<file path="config.mk">
export PLATFORM = sky130hd
export DESIGN_NAME = multi_mode_ff_bank_flat
export DESIGN_NICKNAME = d
export VERILOG_FILES = /design/src/rtl/multi_mode_ff_bank_if.sv /design/src/rtl/multi_mode_ff_bank.sv /design/src/flat_wrapper.sv
export SDC_FILE = /design/constraint.sdc
export NUM_CORES = 1
export LEC_CHECK = 0
export ABC_CLOCK_PERIOD_IN_PS = 5300
export BUFFER_PORTS_ARGS = -buffer_cell sky130_fd_sc_hd__buf_2
export CAP_MARGIN = 0
export CELL_PAD_IN_SITES_DETAIL_PLACEMENT = 2
export CELL_PAD_IN_SITES_GLOBAL_PLACEMENT = 2
export CORE_MARGIN = 3
export CORE_UTILIZATION = 30
export CTS_BUF_LIST = sky130_fd_sc_hd__clkbuf_16
export DETAILED_ROUTE_END_ITERATION = 10
export GPL_ROUTABILITY_DRIVEN = 0
export PLACE_DENSITY_LB_ADDON = 0.1
export SYNTH_ARGS = -nofsm -noshare
export SYNTH_HDL_FRONTEND = slang
export SYNTH_SLANG_ARGS = --single-unit
</file>
<file path="constraint.sdc">
create_clock -name clk -period 5.3 [get_ports clk]
set_input_delay 0.795 -clock clk [delete_from_list [all_inputs] [get_ports clk]]
set_output_delay 0.795 -clock clk [all_outputs]
set_load 0.05 [all_outputs]
</file>
<file path="src/rtl/multi_mode_ff_bank_if.sv">
// Bus bundle for multi_mode_ff_bank. The master drives the controls and flip-flop inputs.
// The slave returns the registered state and the error status.
interface multi_mode_ff_bank_if #(
  parameter int unsigned WIDTH = 4,
  parameter int unsigned CNT_W = 8
);
  logic             en;
  logic [1:0]       mode;
  logic [WIDTH-1:0] a;
  logic [WIDTH-1:0] b;
  logic             err_clr;
  logic [WIDTH-1:0] q;
  logic [WIDTH-1:0] qb;
  logic [WIDTH-1:0] inval;
  logic             err_sticky;
  logic [CNT_W-1:0] err_cnt;

  modport master (
    output en, mode, a, b, err_clr,
    input  q, qb, inval, err_sticky, err_cnt
  );

  modport slave (
    input  en, mode, a, b, err_clr,
    output q, qb, inval, err_sticky, err_cnt
  );
endinterface

</file>
<file path="src/rtl/multi_mode_ff_bank.sv">
// WIDTH-bit bank of flip-flops with run-time SR/JK/D/T mode selection.
// SR 11 inputs are resolved by SR_INVALID and reported through inval and the error counter.
module multi_mode_ff_bank #(
  parameter int unsigned       WIDTH      = 4,
  parameter logic [WIDTH-1:0]  RST_VAL    = '0,
  parameter int unsigned       SR_INVALID = 0,
  parameter int unsigned       CNT_W      = 8
) (
  input logic                 clk,
  input logic                 rst,
  multi_mode_ff_bank_if.slave bus
);

  typedef enum logic [1:0] {
    MODE_SR = 2'b00,
    MODE_JK = 2'b01,
    MODE_D  = 2'b10,
    MODE_T  = 2'b11
  } mode_e;

  mode_e            mode_s;
  logic [WIDTH-1:0] q_r;
  logic [WIDTH-1:0] q_next;
  logic [WIDTH-1:0] inval_r;
  logic [WIDTH-1:0] inval_next;
  logic             any_inval;
  logic             sticky_r;
  logic [CNT_W-1:0] cnt_r;

  assign mode_s = mode_e'(bus.mode);

  always_comb begin
    q_next     = q_r;
    inval_next = '0;
    for (int unsigned i = 0; i < WIDTH; i++) begin
      unique case (mode_s)
        MODE_SR: begin
          unique case ({bus.a[i], bus.b[i]})
            2'b00: q_next[i] = q_r[i];
            2'b01: q_next[i] = 1'b0;
            2'b10: q_next[i] = 1'b1;
            2'b11: begin
              inval_next[i] = bus.en;
              unique case (SR_INVALID)
                1:       q_next[i] = 1'b0;
                2:       q_next[i] = 1'b1;
                3:       q_next[i] = ~q_r[i];
                default: q_next[i] = q_r[i];
              endcase
            end
          endcase
        end
        MODE_JK: begin
          unique case ({bus.a[i], bus.b[i]})
            2'b00: q_next[i] = q_r[i];
            2'b01: q_next[i] = 1'b0;
            2'b10: q_next[i] = 1'b1;
            2'b11: q_next[i] = ~q_r[i];
          endcase
        end
        MODE_D:  q_next[i] = bus.a[i];
        MODE_T:  q_next[i] = bus.a[i] ? ~q_r[i] : q_r[i];
      endcase
    end
  end

  assign any_inval = |inval_next;

  always_ff @(posedge clk) begin
    if (rst) begin
      q_r      <= RST_VAL;
      inval_r  <= '0;
      sticky_r <= 1'b0;
      cnt_r    <= '0;
    end else begin
      if (bus.en) begin
        q_r     <= q_next;
        inval_r <= inval_next;
      end else begin
        inval_r <= '0;
      end
      // A clear coinciding with an invalid event restarts the count at one.
      if (bus.err_clr) begin
        sticky_r <= any_inval;
        cnt_r    <= any_inval ? CNT_W'(1) : '0;
      end else if (any_inval) begin
        sticky_r <= 1'b1;
        if (cnt_r != '1) cnt_r <= cnt_r + CNT_W'(1);
      end
    end
  end

  assign bus.q          = q_r;
  assign bus.qb         = ~q_r;
  assign bus.inval      = inval_r;
  assign bus.err_sticky = sticky_r;
  assign bus.err_cnt    = cnt_r;

endmodule
</file>
<file path="src/flat_wrapper.sv">
// flat-port wrapper written by rule: the top's interface ports become plain ports
module multi_mode_ff_bank_flat 
#(
  parameter int unsigned       WIDTH      = 4,
  parameter logic [WIDTH-1:0]  RST_VAL    = '0,
  parameter int unsigned       SR_INVALID = 0,
  parameter int unsigned       CNT_W      = 8
)
  (clk, rst, bus_en, bus_mode, bus_a, bus_b, bus_err_clr, bus_q, bus_qb, bus_inval, bus_err_sticky, bus_err_cnt);
  multi_mode_ff_bank_if #(.WIDTH(WIDTH), .CNT_W(CNT_W)) bus_i ();
  input logic clk;
  input logic rst;
  input wire logic [$bits(bus_i.en)-1:0] bus_en;
  input wire logic [$bits(bus_i.mode)-1:0] bus_mode;
  input wire logic [$bits(bus_i.a)-1:0] bus_a;
  input wire logic [$bits(bus_i.b)-1:0] bus_b;
  input wire logic [$bits(bus_i.err_clr)-1:0] bus_err_clr;
  output wire logic [$bits(bus_i.q)-1:0] bus_q;
  output wire logic [$bits(bus_i.qb)-1:0] bus_qb;
  output wire logic [$bits(bus_i.inval)-1:0] bus_inval;
  output wire logic [$bits(bus_i.err_sticky)-1:0] bus_err_sticky;
  output wire logic [$bits(bus_i.err_cnt)-1:0] bus_err_cnt;
  assign bus_i.en = bus_en;
  assign bus_i.mode = bus_mode;
  assign bus_i.a = bus_a;
  assign bus_i.b = bus_b;
  assign bus_i.err_clr = bus_err_clr;
  assign bus_q = bus_i.q;
  assign bus_qb = bus_i.qb;
  assign bus_inval = bus_i.inval;
  assign bus_err_sticky = bus_i.err_sticky;
  assign bus_err_cnt = bus_i.err_cnt;
  multi_mode_ff_bank #(.WIDTH(WIDTH), .RST_VAL(RST_VAL), .SR_INVALID(SR_INVALID), .CNT_W(CNT_W)) u_core (.clk(clk), .rst(rst), .bus(bus_i));
endmodule
</file>
==> metrics.txt <==
status=finished clean; Port-buffer cells=34; min-delay src=u_core.bus.err_cnt[5]$_SDFFE_PP0P_; critical path startpoint category=input port; largest family of logic cells by synthesized area=compound AO/OA/AOI/OAI gates; Fmax=428 MHz; Synth Area in XOR/XNOR=0%; cell count after synthesis=134; CP arrival=2520 ps; antenna cell count=0; Adder-Cell Fraction of Synth Area=roughly 15%; final wirelength=approximately 3300 microns; share of Yosys cell area claimed by the top area cell type=between 30% and 40%; number of antenna-violating nets in the routed design=0; Worst Clk Skew=~3.3 ps; Worst-Skew Late Latency=250 ps; IO Pins=35; register area share after synthesis=30.5%; largest net degree at the start of global routing=26; Synth area leaders=dfxtp_1, ha_1, a31oi_1, inv_1, a311oi_1; Worst path top cell family by delay=simple AND/OR/NAND/NOR gates; Placed Instance Area=0.00131 sq mm; global route overflow=0; Worst-Margin Slew=614 ps; Layout area overhead=24.6%; post-synthesis mux area share=0%; EDFF count, synth=0; TritonCTS clock tree=built; CP max FO=25; GRT Overall Usage=roughly 16%; TNS Setup=0 ps; Num CTS Buffers=3; Final min period=2340 ps; Bufs and invs on worst path=1; top_reg_cell synth=dfxtp_1; Total Die Area=0.00448 sq mm; Seq pwr share=37.6%; most common cell in the netlist=dfxtp_1; wire per inst=15.7 microns; initial antenna violation count=0; crit end category=flip-flop; Post-CTS Resized=0; setup bufs post-CTS=0; unique cell type count in the Yosys netlist=33; Post-synth top cells=dfxtp_1, inv_1, ha_1; grt peak-use layer=met2; DRC viols=0; synthesized area per cell=8.32 sq um; CTS sink count=17; Layout Nets=around 190; P_sw=0.000104 W; clock power share=42.2%; Simple-Gate Fraction of Synth Area=22.2%; proportion of layout cells with a drive suffix above 1=26.7%; Compound-Gate Fraction of Synth Area=24.6%; Worst path max stage delay=550 ps; P per Cell Area=258 mW/mm^2; clock-pin transition on the worst setup and hold timing paths=roughly 50 ps; fin crit share=about 44%; CP startpoint=bus_mode[1]; Net Sw Frac=between 20 and 30%; initial drt markers=20; area of the multi-input gates=684 sq um; CP Class=input port to flip-flop; Gate power share=around a fifth; storage element area=340 sq um; Pleak=0.632 nW; async set or reset register ratio after synthesis=0%; VDD IR max=0.0000879 V; fill count=416; worst-path cell chain=buf_2 -> or3b_1 -> or2_1 -> or4_1 -> a21oi_1; Die W=around 67 microns; root buffer cell=clkbuf_16; FF-to-FF Start=u_core.bus.err_cnt[0]$_SDFFE_PP0P_; met1 usage=19.4%; vias in the first global route=1,216; First-pass DRT Iterations=4; Synth area leader=dfxtp_1; Starting Density=32.1%; Synth Register Bits=17; wire length of the first global-routing pass=5610 microns; met2 GRT Util=between 20 and 30%; cell-internal power=approximately 0.00025 W; Synth Warn #=0; # Max-Cap Violations=0; # setup viols final=0; fin. max-slew vios=0; Hold Fails Final Rpt=0; H-tree Lvls=1; design area=0.00139 sq mm; Vias per Instance=approximately 5.4; GR Util met3=~2.2%; Syn Nets=roughly 160; Die Ht=approximately 67 microns; Rows=21; Slowest-stage cell, CP=or4_1; RSZ-0062 raised after global routing=no; critical path required time=5480 ps; max_slew headroom=between 50% and 60%; Cell Area, Synth=0.00111 sq mm; total number of vias=1,130; maximum clock path buffer count=2; CORE AREA=0.00347 sq mm; detailed placement HPWL=2570 microns; Min-Delay Path Class=flip-flop to flip-flop; hold_buf cts=0
[registers in the layout (all words and copies together) (netlist names)]
register               flops
u_core.bus.err_cnt         8
u_core.bus.inval           4
u_core.bus.q               4
u_core.bus.err_sticky      1
[worst register-to-register path: stages (launching register included)]
cell      delay (ps)
dfxtp_1          390
ha_1             380
nand4_1          320
a2111o_1         490
o31ai_1           60
[worst paths after layout]
kind	to	slack (ps)	cells past startpoint
min reg2reg	u_core.bus.err_cnt[5]$_SDFFE_PP0P_	510	2
min	u_core.bus.err_cnt[5]$_SDFFE_PP0P_	510	2
max	u_core.bus.err_cnt[3]$_SDFFE_PP0P_	2960	5
max reg2reg	u_core.bus.err_cnt[0]$_SDFFE_PP0P_	3580	4
[through the flow]
| stage | hold WS (ps) | std cells | setup WS, ps | utilization [%] | power [W] |
|---|---|---|---|---|---|
| 4_1_cts | 508 | 211 | 2960 | 40.0 | 0.000365 |
| 6_report | 505 | 211 | 2960 | 40.0 | 0.000358 |
| 3_5_place_dp | 491 | 207 | 2710 | 37.7 | 0.000210 |
| 2_1_floorplan | 694 | 134 | 3060 | - | 0.000187 |
| 3_3_place_gp | 477 | 207 | 2810 | 37.7 | 0.000207 |
| 5_1_grt | 533 | 211 | 2880 | 40.0 | 0.000380 |
[power groups by stage]
| stage | Sequential, W | Clock, W | Combinational (W) |
|---|---|---|---|
| finish | 0.000134 | 0.000151 | 0.0000724 |
| global route | 0.000135 | 0.000166 | 0.0000791 |
| CTS | 0.000134 | 0.000157 | 0.0000731 |
| detailed placement | 0.000137 | 0 | 0.0000726 |
| global placement | 0.000137 | 0 | 0.0000704 |
| floorplan | 0.000149 | 0 | 0.0000379 |
[cell families after synthesis]
kind of cell             after synthesis
adder cells (fa/ha/maj)               13
buffers and inverters                 22
AO/OA/AOI/OAI                         38
AND/OR/NAND/NOR                       44
flip-flops                            17
[routing by layer]
metal  part of all wire (%)  vias up
li1                       -      549
met1                     43      552
met2                     51       25
met3                    3.5        4
met4                    1.7        0
met5                      0        -
[final cells by class]
type / instances / share of cell area (%)
clock inverters: 1 / 0.360
repair buffers: 34 / 12.3
clock buffers: 3 / 5.41
multi-input cells: 95 / 49.3
well taps: 46 / 4.14
inverters: 15 / 4.05
flip-flops and latches: 17 / 24.5
[layout by cell type, fill, tap and decap left out, types with 3 or more instances in the layout]
cell type and instances:
buf_2 34, dfxtp_1 17, inv_1 15, ha_1 13
a31oi_1 10, nor2_1 8, a311oi_1 6, nand2_1 6
nor2b_1 6, o31ai_1 5, a21oi_1 5, or2_2 4
o211ai_1 4, and2_1 4, nand3_1 3, clkbuf_16 3
Note: power is estimated with default switching activity, not from simulation.
